<file path="config.mk">
export PLATFORM = sky130hd
export DESIGN_NAME = grid_path_host
export DESIGN_NICKNAME = d
export VERILOG_FILES = /design/src/rtl/grid_path_host.sv
export SDC_FILE = /design/constraint.sdc
export NUM_CORES = 1
export LEC_CHECK = 0
export BUFFER_PORTS_ARGS = -buffer_cell sky130_fd_sc_hd__buf_4
export CAP_MARGIN = 40
export CORE_MARGIN = 4
export CORE_UTILIZATION = 61
export CTS_CLUSTER_DIAMETER = 80
export DETAILED_ROUTE_END_ITERATION = 8
export GPL_TIMING_DRIVEN = 0
export HOLD_SLACK_MARGIN = 0.02
export PLACE_DENSITY_LB_ADDON = 0.12
export SLEW_MARGIN = 15
export SYNTH_ARGS = -nofsm -noshare
export SYNTH_HDL_FRONTEND = slang
export SYNTH_SLANG_ARGS = --single-unit
</file>
<file path="constraint.sdc">
create_clock -name CLK -period 3.25 [get_ports CLK]
set_clock_uncertainty 0.1 [all_clocks]
set_input_delay 0.325 -clock CLK [delete_from_list [all_inputs] [get_ports CLK]]
set_output_delay 0.325 -clock CLK [all_outputs]
set_load 0.02 [all_outputs]
</file>
<file path="src/rtl/grid_path_host.sv">
// Host-side sequencer for a grid path engine: streams the weight buffer,
// then checks the returned path beats for legality and records the result.
module grid_path_host #(
    parameter int N_CELLS = 24,
    parameter int TIMEOUT = 64,
    parameter int N_STEPS = 8
) (
    input  logic        CLK,
    input  logic        RESET,
    input  logic        LD_VALID,
    input  logic [7:0]  LD_DATA,
    input  logic        START,
    output logic        IN_VALID,
    output logic [7:0]  IN_DATA,
    input  logic        OUT_VALID,
    input  logic [3:0]  OUT_DATA_X,
    input  logic [3:0]  OUT_DATA_Y,
    input  logic [15:0] OUT_DATA_SUM,
    output logic        BUSY,
    output logic        DONE,
    output logic        PASS,
    output logic [1:0]  ERR_CODE,
    output logic [15:0] FINAL_SUM,
    output logic [3:0]  STEP_COUNT
);

    localparam int PW = $clog2(N_CELLS + 1);
    localparam int CW = $clog2(TIMEOUT + 1);
    localparam logic [PW-1:0] CELLS = PW'(N_CELLS);
    localparam logic [CW-1:0] LAST_WAIT = CW'(TIMEOUT - 1);
    // A monotone path to the far corner of a square grid takes N_STEPS moves.
    localparam logic [3:0] GOAL = 4'(N_STEPS / 2);

    typedef enum logic [2:0] {
        S_IDLE,
        S_SEND,
        S_WAIT,
        S_RECV,
        S_DONE
    } state_t;

    state_t        state;
    logic [7:0]    buffer [N_CELLS];
    logic [PW-1:0] ld_ptr;
    logic [PW-1:0] send_idx;
    logic [CW-1:0] wait_cnt;
    logic [3:0]    px;
    logic [3:0]    py;

    logic step_right;
    logic step_down;
    logic legal;
    logic at_goal;

    assign step_right = ({1'b0, OUT_DATA_X} == {1'b0, px} + 5'd1)
                        && (OUT_DATA_Y == py);
    assign step_down  = (OUT_DATA_X == px)
                        && ({1'b0, OUT_DATA_Y} == {1'b0, py} + 5'd1);
    assign legal      = (step_right || step_down)
                        && (OUT_DATA_SUM >= FINAL_SUM);
    assign at_goal    = (OUT_DATA_X == GOAL) && (OUT_DATA_Y == GOAL);

    always_ff @(posedge CLK or negedge RESET) begin
        if (!RESET) begin
            state      <= S_IDLE;
            IN_VALID   <= 1'b0;
            IN_DATA    <= 8'd0;
            BUSY       <= 1'b0;
            DONE       <= 1'b0;
            PASS       <= 1'b0;
            ERR_CODE   <= 2'd0;
            FINAL_SUM  <= 16'd0;
            STEP_COUNT <= 4'd0;
            ld_ptr     <= '0;
            send_idx   <= '0;
            wait_cnt   <= '0;
            px         <= 4'd0;
            py         <= 4'd0;
            for (int i = 0; i < N_CELLS; i++) buffer[i] <= 8'd0;
        end else begin
            unique case (state)
                S_IDLE, S_DONE: begin
                    if (START) begin
                        state      <= S_SEND;
                        BUSY       <= 1'b1;
                        DONE       <= 1'b0;
                        PASS       <= 1'b0;
                        ERR_CODE   <= 2'd0;
                        FINAL_SUM  <= 16'd0;
                        STEP_COUNT <= 4'd0;
                        ld_ptr     <= '0;
                        px         <= 4'd0;
                        py         <= 4'd0;
                        wait_cnt   <= '0;
                        IN_VALID   <= 1'b1;
                        IN_DATA    <= buffer[0];
                        send_idx   <= PW'(1);
                    end else if (LD_VALID && ld_ptr < CELLS) begin
                        buffer[ld_ptr] <= LD_DATA;
                        ld_ptr         <= ld_ptr + PW'(1);
                    end
                end
                S_SEND: begin
                    if (send_idx == CELLS) begin
                        IN_VALID <= 1'b0;
                        IN_DATA  <= 8'd0;
                        wait_cnt <= '0;
                        state    <= S_WAIT;
                    end else begin
                        IN_DATA  <= buffer[send_idx];
                        send_idx <= send_idx + PW'(1);
                    end
                end
                S_WAIT, S_RECV: begin
                    if (OUT_VALID) begin
                        if (legal) begin
                            px        <= OUT_DATA_X;
                            py        <= OUT_DATA_Y;
                            FINAL_SUM <= OUT_DATA_SUM;
                            if (STEP_COUNT != 4'd15)
                                STEP_COUNT <= STEP_COUNT + 4'd1;
                            if (at_goal) begin
                                state <= S_DONE;
                                BUSY  <= 1'b0;
                                DONE  <= 1'b1;
                                PASS  <= 1'b1;
                            end else begin
                                state <= S_RECV;
                            end
                        end else begin
                            state    <= S_DONE;
                            BUSY     <= 1'b0;
                            DONE     <= 1'b1;
                            ERR_CODE <= 2'd1;
                        end
                    end else if (state == S_RECV) begin
                        // The engine must stream beats back-to-back once started.
                        state    <= S_DONE;
                        BUSY     <= 1'b0;
                        DONE     <= 1'b1;
                        ERR_CODE <= 2'd2;
                    end else if (wait_cnt == LAST_WAIT) begin
                        state    <= S_DONE;
                        BUSY     <= 1'b0;
                        DONE     <= 1'b1;
                        ERR_CODE <= 2'd3;
                    end else begin
                        wait_cnt <= wait_cnt + CW'(1);
                    end
                end
                default: state <= S_IDLE;
            endcase
        end
    end

endmodule

</file>
==> results.json <==
{
  "num_rows": 51,
  "synth_cell_types": 59,
  "post-route-min-period_ps": 3049,
  "reg2reg_from": "send_idx[1]$_DFFE_PN0P_",
  "synth_cells": 964,
  "final_common_cell": "dfrtp_1",
  "grtUsageTotal_pct": 27.75,
  "core_sq_um": 19720,
  "port_buffers": 69,
  "setup_violations": 0,
  "clock_latency_ps": 540,
  "fmax_ghz": 0.3279,
  "floorplan.die_area_sq_um": 22640,
  "whs_path_depth": 3,
  "synth_enable_flop_cells": 0,
  "synth.yosys.seq_area_share_pct": 51.33,
  "yosys_warnings": 0,
  "fp.dieH_um": 150.5,
  "clockBufferDepth": 3,
  "criticalPathCategory": "flip-flop to flip-flop",
  "post_drt_wl_per_cell_um": 21.97,
  "postCtsSetupBuffers": 0,
  "slew_viol_final": 0,
  "slew_headroom_pct": 49.46,
  "grt_antenna_before_repair": 1,
  "power_density_nw_per_um2": 672.5,
  "mostFrequentLayoutCells": "dfrtp_1 (254), mux2_2 (198), buf_4 (69)",
  "start_kind": "flip-flop",
  "layout-drive-gt1-share_pct": 32.50,
  "clockRootBuffer": "clkbuf_16",
  "cts_tree": "yes",
  "final_core_util_pct": 73.96,
  "power_switching_mw": 3.151,
  "drtIter0Drc": 432,
  "cap_violations": 0,
  "placedCellCount": 1302,
  "grt_first_pass_wirelength_mm": 48.20,
  "worstReg2RegEnd": "wait_cnt[0]$_DFFE_PN0P_",
  "seq_power_share_pct": 38.2,
  "vdd_drop_max_mv": 0.5548,
  "end_kind": "flip-flop",
  "antenna_cells": 0,
  "hp-class": "input pin to flip-flop",
  "fillCellCount": 1308,
  "multi_input_area_sq_um": 5688,
  "cp.arrival_ps": 3360,
  "swShare_pct": 32.13,
  "dpl.hpwl_mm": 21.08,
  "netlist_area_sq_um": 12380,
  "reg2reg_depth": 10,
  "internal_power_mw": 6.656,
  "grt_pass1_vias": 8838,
  "ys_ff_latch": 254,
  "gr-total-overflow": 0,
  "min_to": "py[2]$_DFFE_PN0P_",
  "r2r_slack_ps": 200,
  "syn2layout_area_growth_pct": 17.79,
  "combPwrFrac_pct": 28.7,
  "cp_max_fo": 10,
  "p_leak_nw": 7.063,
  "cts_buffers": 27,
  "gp_congestion": 0.8803,
  "hold_violations": 0,
  "route.detailed.drc": 0,
  "rsz0062_at_grt": "false",
  "ff_latch_area_sq_um": 6356,
  "clock_power_share_pct": 33.1,
  "htree_levels": 1,
  "worst_slew_pin_slew_ps": 758.0,
  "async_reset_ff_share_pct": 100.0,
  "drt-pass1-iter-count": 5,
  "worstPathRequired_ps": 3560,
  "die_width_um": 150.5,
  "ant_nets": 0,
  "cts.sinks": 254,
  "synth_ff_type": "dfrtp_1",
  "synth_nets": 1027,
  "dr_total_vias": 8413,
  "ios": 71,
  "vias_per_cell": 6.088,
  "outcome": "completed",
  "fin_cells": 1382,
  "synth.avg_cell_area_sq_um": 12.84,
  "initial_core_util_pct": 62.80,
  "layout_worst_path_cycle_share_pct": 93.83,
  "hp-start": "OUT_DATA_Y[2]",
  "drt-total-wl_mm": 30.36,
  "path_clk_slew_ps": 60,
  "p_total_mw": 9.807,
  "layout.nets": 1159,
  "grt_max_degree": 106
}
-- through the flow --
step | TNS, ps | worst slack, ps | area (sq um) | hold WS, ps
floorplan | 0 | 408.0 | 12380 | -70.59
detailed placement | -13.58 | -12.91 | 13320 | 192.3
CTS | 0 | 72.53 | 14580 | 30.53
global placement | -75520 | -315.9 | 13230 | 368.7
finish | 0 | 200.6 | 14580 | 49.46
global route | 0 | 14.82 | 14580 | 46.12
-- layer usage --
metal  GRT usage (%)  part of all wire [%]
met5               0                     0
met4           7.960                   2.7
met3           4.124                   5.9
met2           47.48                    50
met1           37.22                    42
-- cells in the mapped netlist (all sizes together), types with 12 or more instances --
library cell,n,area share [%]
dfrtp,254,51
mux2,208,19
nand2,52,1.6
clkbuf,49,1.5
mux2i,49,4.0
nand3,44,1.9
nor2,36,1.1
mux4,32,5.8
o21ai,30,1.2
ha,26,2.6
inv,26,0.79
nand4,15,0.76
buf,13,0.51
nand2b,13,0.66
xor2,12,0.85
-- cells by family (layout without fill, tap and decap cells) --
logic type,Yosys count,after routing,share of synthesized area (%)
AND/OR/NAND/NOR,192,192,7.660
adder cells (fa/ha/maj),26,26,2.627
XOR/XNOR,20,20,1.415
buffers and inverters,88,241,2.789
flip-flops,254,254,51.33
multiplexers,289,289,28.70
AO/OA/AOI/OAI,95,95,5.477
-- power by group through the flow --
stage	Clock [mW]	Combinational (mW)	Sequential (mW)
final	3.25	2.82	3.74
after global placement	0	2.66	3.77
after floorplan	0	1.79	3.78
after global routing	3.42	3.03	3.77
after CTS	3.29	2.81	3.73
after detailed placement	0	2.75	3.79
-- worst max path at each step --
stage,start,end,slack [ps],depth (start not counted)
after detailed placement,send_idx[0]$_DFFE_PN0P_,wait_cnt[0]$_DFFE_PN0P_,-10,11
after global placement,RESET,buffer[42]$_DFFE_PN0P_,-320,1
after CTS,send_idx[1]$_DFFE_PN0P_,wait_cnt[0]$_DFFE_PN0P_,70,10
after floorplan,FINAL_SUM[13]$_DFFE_PN0P_,FINAL_SUM[1]$_DFFE_PN0P_,410,9
final,send_idx[1]$_DFFE_PN0P_,wait_cnt[0]$_DFFE_PN0P_,200,10
after global routing,send_idx[1]$_DFFE_PN0P_,wait_cnt[0]$_DFFE_PN0P_,10,10
-- layout make-up --
type	instances	share of cell area [%]
plain buffers	61	1.707
flip-flops and latches	254	43.58
multi-input cells	622	39.00
well taps	265	2.274
repair buffers	104	6.289
clock inverters	12	1.150
inverters	26	0.6692
clock buffers	38	5.328
-- worst max-delay path, cell delays in order (launching register included) --
cell and delay (ps):
dfrtp_1 420, clkbuf_2 250, clkbuf_1 300, inv_2 320, ha_1 210, and4b_1 280
a21oi_1 100, o21ai_1 300, and2_1 280, nor2_1 90, mux2_2 270
-- registers in the layout, indices dropped and copies added (netlist names), 3 cells and up --
name,flops
buffer,192
FINAL_SUM,16
IN_DATA,8
wait_cnt,7
ld_ptr,5
send_idx,5
STEP_COUNT,4
px,4
py,4
state,3
-- timing repair --
item,4_1_cts,5_1_grt
hold buffers,31,0
hold endpoints to repair,102,0
resized for setup,3,4
endpoints found under the setup margin,4,5
Note: power is estimated with default switching activity, not from simulation.
